==> config.mk <==
export PLATFORM = sky130hd
export DESIGN_NAME = cmd_decoder
export DESIGN_NICKNAME = d
export VERILOG_FILES = /design/src/rtl/cmd_decoder_pkg.sv /design/src/rtl/cmd_decoder_vlq_accum.sv /design/src/rtl/cmd_decoder.sv
export SDC_FILE = /design/constraint.sdc
export NUM_CORES = 1
export LEC_CHECK = 0
export BUFFER_PORTS_ARGS = -buffer_cell sky130_fd_sc_hd__buf_2
export CAP_MARGIN = 20
export CORE_MARGIN = 2
export CORE_UTILIZATION = 35
export DETAILED_ROUTE_END_ITERATION = 6
export SETUP_SLACK_MARGIN = 0.05
export SYNTH_ARGS = -nofsm -noshare
export SYNTH_HDL_FRONTEND = slang
export SYNTH_SLANG_ARGS = --single-unit
==> constraint.sdc <==
create_clock -name clk -period 5.3 [get_ports clk]
set_input_delay 1.06 -clock clk [delete_from_list [all_inputs] [get_ports clk]]
set_output_delay 1.06 -clock clk [all_outputs]
set_load 0.1 [all_outputs]
==> src/rtl/cmd_decoder_pkg.sv <==
// rtl/cmd_decoder_pkg.sv - shared command ids, default sizes and VLQ helpers
package cmd_decoder_pkg;

  localparam int CMD_BITS_DEFAULT = 8;
  localparam int MAX_ARGS_DEFAULT = 8;

  localparam int CMD_SET_DIGITAL_OUT      = 1;
  localparam int CMD_CONFIG_DIGITAL_OUT   = 2;
  localparam int CMD_SCHEDULE_DIGITAL_OUT = 3;
  localparam int CMD_UPDATE_DIGITAL_OUT   = 4;

  // A leading byte with bits 6:5 both set starts a negative value.
  function automatic logic [31:0] vlq_first(input logic [7:0] c);
    logic [31:0] v;
    v = {25'd0, c[6:0]};
    if (c[6:5] == 2'b11) v = v | 32'hFFFF_FFE0;
    return v;
  endfunction

  function automatic logic [31:0] vlq_next(input logic [31:0] acc, input logic [7:0] c);
    return {acc[24:0], c[6:0]};
  endfunction

endpackage

==> src/rtl/cmd_decoder_vlq_accum.sv <==
// rtl/cmd_decoder_vlq_accum.sv - byte-serial VLQ accumulator; value is valid with done
module vlq_accum
  import cmd_decoder_pkg::*;
(
  input  logic        clk,
  input  logic [7:0]  data,
  input  logic        strobe,
  input  logic        clear,
  output logic [31:0] value,
  output logic        done
);

  logic [31:0] acc;
  logic        first;

  assign value = first ? vlq_first(data) : vlq_next(acc, data);
  assign done  = strobe && !data[7];

  always_ff @(posedge clk) begin
    if (clear) begin
      acc   <= '0;
      first <= 1'b1;
    end else if (strobe) begin
      acc   <= value;
      first <= !data[7];
    end
  end

endmodule

==> src/rtl/cmd_decoder.sv <==
// rtl/cmd_decoder.sv - decodes one framed message into a command id plus argument buffer
module cmd_decoder
  import cmd_decoder_pkg::*;
#(
  parameter int CMD_BITS = CMD_BITS_DEFAULT,
  parameter int MAX_ARGS = MAX_ARGS_DEFAULT
) (
  input  logic                clk,
  input  logic                rst,
  input  logic [7:0]          msg_data,
  input  logic                msg_valid,
  input  logic                msg_end,
  output logic                msg_ready,
  output logic [CMD_BITS-1:0] cmd,
  output logic                cmd_ready,
  input  logic                cmd_done,
  output logic [31:0]         arg_data,
  input  logic                arg_advance,
  output logic                err_overflow,
  output logic                err_truncated
);

  typedef enum logic [2:0] {S_IDLE, S_CMDID, S_ARGS, S_ISSUE, S_WAIT, S_DRAIN} state_t;

  localparam int PW = $clog2(MAX_ARGS + 1);
  localparam int IW = $clog2(MAX_ARGS);
  localparam logic [PW-1:0] ARG_LIMIT = PW'(MAX_ARGS);

  state_t        state, state_next;
  logic          accept, decoding, truncated, id_bad;
  logic [31:0]   value;
  logic          value_done;
  logic          set_cmd, store_arg, start_msg, overflow_next, truncated_next;
  logic [PW-1:0] n, p;
  logic [31:0]   argbuf [MAX_ARGS];

  assign msg_ready = !rst && (state inside {S_IDLE, S_CMDID, S_ARGS, S_DRAIN});
  assign accept    = msg_valid && msg_ready;
  assign decoding  = state inside {S_IDLE, S_CMDID, S_ARGS};
  assign truncated = accept && msg_end && msg_data[7];
  assign id_bad    = |(value >> CMD_BITS);
  assign cmd_ready = (state == S_ISSUE);
  assign arg_data  = (p < n) ? argbuf[p[IW-1:0]] : '0;

  vlq_accum u_vlq (
    .clk    (clk),
    .data   (msg_data),
    .strobe (accept && decoding),
    .clear  (rst || truncated),
    .value  (value),
    .done   (value_done)
  );

  always_comb begin
    state_next     = state;
    set_cmd        = 1'b0;
    store_arg      = 1'b0;
    start_msg      = 1'b0;
    overflow_next  = 1'b0;
    truncated_next = 1'b0;
    case (state)
      S_IDLE, S_CMDID, S_ARGS, S_DRAIN: begin
        if (accept) begin
          if (state == S_IDLE) begin
            start_msg  = 1'b1;
            state_next = S_CMDID;
          end
          if (truncated) begin
            truncated_next = 1'b1;
            state_next     = S_IDLE;
          end else if (state == S_DRAIN) begin
            if (msg_end) state_next = S_IDLE;
          end else if (value_done) begin
            // The first value is the id; every later one needs a free buffer slot.
            if ((state == S_ARGS) ? (n == ARG_LIMIT) : id_bad) begin
              overflow_next = 1'b1;
              state_next    = msg_end ? S_IDLE : S_DRAIN;
            end else begin
              set_cmd    = (state != S_ARGS);
              store_arg  = (state == S_ARGS);
              state_next = msg_end ? S_ISSUE : S_ARGS;
            end
          end
        end
      end
      S_ISSUE: state_next = S_WAIT;
      S_WAIT:  if (cmd_done) state_next = S_IDLE;
      default: state_next = S_IDLE;
    endcase
  end

  always_ff @(posedge clk) begin
    if (rst) state <= S_IDLE;
    else     state <= state_next;
  end

  always_ff @(posedge clk) begin
    if (rst) begin
      cmd           <= '0;
      n             <= '0;
      p             <= '0;
      err_overflow  <= 1'b0;
      err_truncated <= 1'b0;
    end else begin
      err_overflow  <= overflow_next;
      err_truncated <= truncated_next;
      if (set_cmd) cmd <= value[CMD_BITS-1:0];
      if (start_msg)      n <= '0;
      else if (store_arg) n <= n + PW'(1);
      if (state != S_ISSUE && state_next == S_ISSUE)
        p <= '0;
      else if ((state == S_ISSUE || state == S_WAIT) && arg_advance && p != ARG_LIMIT)
        p <= p + PW'(1);
    end
  end

  always_ff @(posedge clk) begin
    if (store_arg) argbuf[n[IW-1:0]] <= value;
  end

endmodule

==> results of run 1 <==
## metal layers
layer	part of all wire, %	track usage, %
met4	2.0	4.50
met5	0	0
met2	48	22.9
met1	45	20.1
met3	5.1	2.22
## critical path: stages, from the launching register on
cell and delay (ns):
dfxtp_4 0.70, buf_4 0.40, mux4_2 0.55, mux2i_1 0.29, nor2_1 0.07, buf_2 0.30
## state kept, by name (all words and copies together) (netlist names), named ones only
register / flops
argbuf: 256
cmd: 8
err_overflow: 1
err_truncated: 1
n: 4
p: 4
state: 3
u_vlq.acc: 25
u_vlq.first: 1
## final cells by class
class,instances,area share (%)
inverter,35,0.922
multi-input combinational,360,23.0
clock buffer,46,6.65
timing repair buffer,82,3.55
sequential,306,61.0
tap,455,4.00
clock inverter,15,0.817
## logic make-up after synthesis
logic type                 synth area share, %
AOI/OAI and AO/OA                         4.11
buffers and inverters                     2.62
muxes                                     14.6
and+or+nand+nor                           6.42
DFF                                       71.0
xor gates and xnor gates                 0.358
adders and majority gates                0.818
## where the power goes
group	total, mW	internal [mW]	switching [mW]
registers	2.65	2.63	0.0149
logic	0.200	0.0527	0.147
clock network	2.22	1.31	0.914
total	5.07	4.00	1.08
## Yosys cell counts (2+ instances only)
master	instances	area share, %
xor2_1	2	0.14
ha_1	8	0.82
buf_4	2	0.12
nor3b_1	4	0.25
nand3b_1	2	0.12
a21oi_1	19	0.78
buf_2	13	0.53
clkbuf_1	23	0.71
xnor2_1	3	0.21
nand2_1	39	1.2
nor3_1	12	0.49
mux4_2	64	12
nor2_1	58	1.8
inv_1	35	1.1
a211o_1	2	0.14
nor4_1	7	0.36
nor4_4	2	0.35
o21ai_0	53	2.2
a21o_1	3	0.18
or3_1	2	0.10
mux2i_1	35	2.9
nand3_1	16	0.65
nor2b_1	2	0.10
dfxtp_1	50	8.2
nand2b_1	3	0.15
edfxtp_1	256	63
buf_1	3	0.092
nand4_1	3	0.15
## worst max-delay path by stage
stage / from / to / slack, ns
finish: register / arg_data[22] / 1.39
global route: register / arg_data[22] / 1.20
CTS: register / arg_data[22] / 1.28
detailed placement: rst / argbuf[1][26] / 1.47
global placement: rst / argbuf[1][21] / 1.58
floorplan: rst / argbuf[2][0] / 0.73
## metrics by stage
stage | hold WS [ns] | worst slack (ns) | util, % | cells | area (um^2)
6_report | 0.456 | 1.39 | 41.3 | 1299 | 14200
3_5_place_dp | 0.449 | 1.47 | 38.2 | 1235 | 13200
5_1_grt | 0.467 | 1.20 | 41.3 | 1299 | 14200
3_3_place_gp | 0.446 | 1.58 | 38.0 | 1232 | 13100
2_1_floorplan | 0.436 | 0.728 | - | 743 | 12200
4_1_cts | 0.456 | 1.28 | 41.3 | 1296 | 14200
==> impl_metrics.yaml, run 1 <==
status:
  outcome: "finished, final reports clean"
layout:
  syn2layout_area_growth_pct: 16.5
  nets: 841
  antennaDiodeCount: 0
  n_fill_cell: 3098
  drive_gt1_share_pct: 25.9
  multiInputGateArea_um2: 3280
  layout_common_cells: "256 x edfxtp_1, 64 x mux4_2, 59 x buf_2"
  final_common_cell: "edfxtp_1"
  regArea_um2: 8690
setup_path:
  crit_type: "reg -> out"
  crit_path_start_kind: "register"
  cp-end-kind: "primary output"
  arrival_ns: 2.85
  r2r.worst_path.cells: 11
  rr_startpoint: "u_vlq.acc[5]"
  critical_path.max_fanout: 26
  regToRegSetupSlack_ns: 2.31
  required_ns: 4.24
floorplan:
  rows: 68
  design.core.area_um2: 34500
  die_h_um: 191
  die_w_um: 191
  fp.dieArea_um2: 36500
  pin_count: 58
  start_util_pct: 35.5
routing:
  drc: 0
  viasPerCell: 5.06
  route.vias.total: 6576
  drt-total-wl_mm: 25.6
  antenna_left: 0
  drt_first_pass_iters: 6
  drt_iter0_markers: 573
  routedWlPerCell_um: 19.7
timing:
  drv_slew: 0
  relSlewSlack_pct: 27.8
  worstMarginPinSlew_ns: 1.07
  finClkSkew_ns: 0.0185
  finalSetupViolations: 0
  period_needed_ns: 3.91
  fmax_mhz: 255
  period_share_pct: 73.9
  rsz0062_at_grt: "no"
  hold_viol: 0
  finalSetupTns_ns: 0
cts:
  post_cts_buffers: 0
  cts.htree.levels: 2
  cts_buffers: 34
  hold_buffers: 0
  insertion_delay_ns: 0.51
  clkSinkCount: 306
  ctsResizeCount: 0
  clk_path_buf_depth: 3
  cts.clk_slew.worst_paths_ns: 0.06
  cts_tree: "yes"
  cts-root-buf: "clkbuf_16"
logic_synthesis:
  netlist_instances: 743
  synth_async_sr_flop_share_pct: 0
  ys_seq_elements: 306
  syn_avg_cell_area_um2: 16.5
  netlist_area_um2: 12200
  synth_nets: 765
  synth_edf_count: 256
  synth-main-ff-cell: "edfxtp_1"
  yosysWarningCount: 0
  seq_area_frac_synth_pct: 71.0
  ys_types: 50
power:
  ir_drop_v: 0.000193
  leakagePower_nw: 4.66
  p_total_mw: 5.07
  power.density_nw_per_um2: 356
grt:
  overflow: 0
  grt_max_degree: 45
  track_usage_pct: 14.3
  antenna_found_initial: 0
  grt_pass1_vias: 6557
  grt_pass1_wl_mm: 39.1
hold_path:
  whs_endpoint: "u_vlq.acc[0]"
  hold_path_class: "reg -> reg"
  whs_path_depth: 2
  hp-start: "u_vlq.acc[0]"
place:
  portBuffers: 57
  gp_congestion: 0.754
  dp_hpwl_mm: 15.8
job:
  max_cap_viol_count: 0
Note: power is estimated with default switching activity, not from simulation.
==> inputs of run 2 (changes only) <==
- clock period: 5.3 -> 3.89 ns (I/O delays scaled with it)
==> run 2 against run 1 <==
Against the previous run:
- largest power group unchanged
- critical endpoint is now arg_data[23]
- routed wire length down 0.16%
- global-route usage down 0.11 points
- worst setup slack worse by 1.1 ns
- utilization up 0.61 points
- flip-flop and latch count unchanged
- critical path type unchanged
- register-to-register slack worse by 1.2 ns
- critical path depth up 3
- cell count up 0.23%
==> impl_metrics.yaml, run 2 (synthesis results as in run 1) <==
status:
  outcome: "finished, final reports clean"
floorplan:
  fp.dieArea_um2: 36500
  design.core.area_um2: 34500
  rows: 68
  start_util_pct: 35.5
  pin_count: 58
  die_w_um: 191
  die_h_um: 191
grt:
  overflow: 0
  track_usage_pct: 14.2
  antenna_found_initial: 0
  grt_max_degree: 65
  grt_pass1_vias: 6459
  grt_pass1_wl_mm: 39.0
setup_path:
  cp_common_cell: "a21o_1"
  slowest_stage: "dfxtp_1"
  timing.critical_path.buf_inv: 3
  cpPeakStageDelay_ns: 0.51
  path_delay_family: "buffers and inverters"
  arrival_ns: 2.87
  crit_type: "reg -> out"
  cp-end-kind: "primary output"
  path_cells: "inv_1, ha_1, a21o_1, a21o_1, a21o_1, buf_4, nor2_1, buf_2"
  critical_path.max_fanout: 32
  required_ns: 3.11
  crit_path_start_kind: "register"
timing:
  rsz0062_at_grt: "no"
  period_share_pct: 93.7
  fmax_mhz: 274
  drv_slew: 0
  relSlewSlack_pct: 27.8
  finalSetupViolations: 0
  worstMarginPinSlew_ns: 1.07
  finClkSkew_ns: 0.0104
  hold_viol: 0
  period_needed_ns: 3.64
  holdWs_ns: 0.457
layout:
  post-route-util_pct: 41.9
  layout_common_cells: "256 x edfxtp_1, 64 x mux4_2, 57 x buf_2"
  n_fill_cell: 3095
  fin_cells: 1302
  drive_gt1_share_pct: 26.7
  syn2layout_area_growth_pct: 18.2
  final_common_cell: "edfxtp_1"
  nets: 845
  largest_reg_flops: 256
  antennaDiodeCount: 0
cts:
  cts_buffers: 31
  clkSinkCount: 306
  clk_path_buf_depth: 3
  cts.htree.levels: 1
  insertion_delay_ns: 0.55
  cts.clk_slew.worst_paths_ns: 0.06
  cts-root-buf: "clkbuf_16"
  cts_tree: "yes"
routing:
  drt-total-wl_mm: 25.6
  drt_first_pass_iters: 5
  antenna_left: 0
  drt_iter0_markers: 474
  route.vias.total: 6503
  routedWlPerCell_um: 19.7
  drc: 0
  viasPerCell: 4.99
power:
  power.density_nw_per_um2: 495
  leakagePower_nw: 4.74
  ir_drop_v: 0.000353
place:
  gp_congestion: 0.778
  portBuffers: 57
  dp_hpwl_mm: 14.9
  place_inst: 1237
hold_path:
  hold_path_class: "reg -> reg"
job:
  max_cap_viol_count: 0
==> run 2: cell count changes in the layout (fill, tap and decap cells not counted), moves of 3 or more <==
| cell | change |
|---|---|
| buf_12 | +3 |
| bufinv_16 | +5 |
| clkbuf_4 | +5 |
| clkinv_1 | -4 |
| clkinv_2 | -4 |
| inv_6 | -3 |
==> run 2: worst paths after layout <==
kind	startpoint	endpoint	slack, ns	cells after the start
min reg2reg	u_vlq.acc[0]	u_vlq.acc[0]	0.46	2
max	n[1]	arg_data[23]	0.25	8
max reg2reg	u_vlq.acc[5]	register	1.10	11
min	u_vlq.acc[0]	u_vlq.acc[0]	0.46	2
==> run 2: what timing repair did <==
item	in CTS	in global routing
buffers inserted	0	0
resized for setup	0	1
hold buffers	0	0
setup endpoints to repair	0	1
endpoints found under the hold margin	0	0
==> run 2: stage by stage <==
step	power, mW	setup TNS, ns	cell area, um^2	setup WS [ns]
2_1_floorplan	3.86	-38.44	12200	-0.400
3_3_place_gp	3.94	0	13200	0.851
3_5_place_dp	3.94	0	13200	0.774
4_1_cts	7.21	0	14400	0.183
5_1_grt	7.39	0	14500	0.0736
6_report	7.16	0	14500	0.245
==> run 2: cell type report <==
cell class	count	area, um^2	share of cell area, %
Multi-Input combinational cell	360	3290	22.7
Clock inverter	11	218	1.51
Sequential cell	306	8690	60.1
Clock buffer	46	936	6.47
Tap cell	455	569	3.94
Inverter	35	131	0.909
Timing Repair Buffer	89	618	4.28
==> run 2: routing by layer <==
layer / global-route usage [%] / share of wire (%) / wire length (um)
met5: 0 / 0 / 0
met4: 3.88 / 2.1 / 546
met3: 2.40 / 5.2 / 1320
met2: 22.8 / 48 / 12200
met1: 20.0 / 45 / 11500
==> run 2: power by group <==
group / leakage (nW) / internal, mW / switching [mW]
registers: 2.74 / 3.58 / 0.0196
logic: 1.44 / 0.0799 / 0.199
clock network: 0.562 / 2.06 / 1.21
==> run 2: tightest hold or removal path, cell delays in order (launching register included) <==
cell and delay, ns:
dfxtp_1 0.31, nand2_1 0.05, a21oi_1 0.05
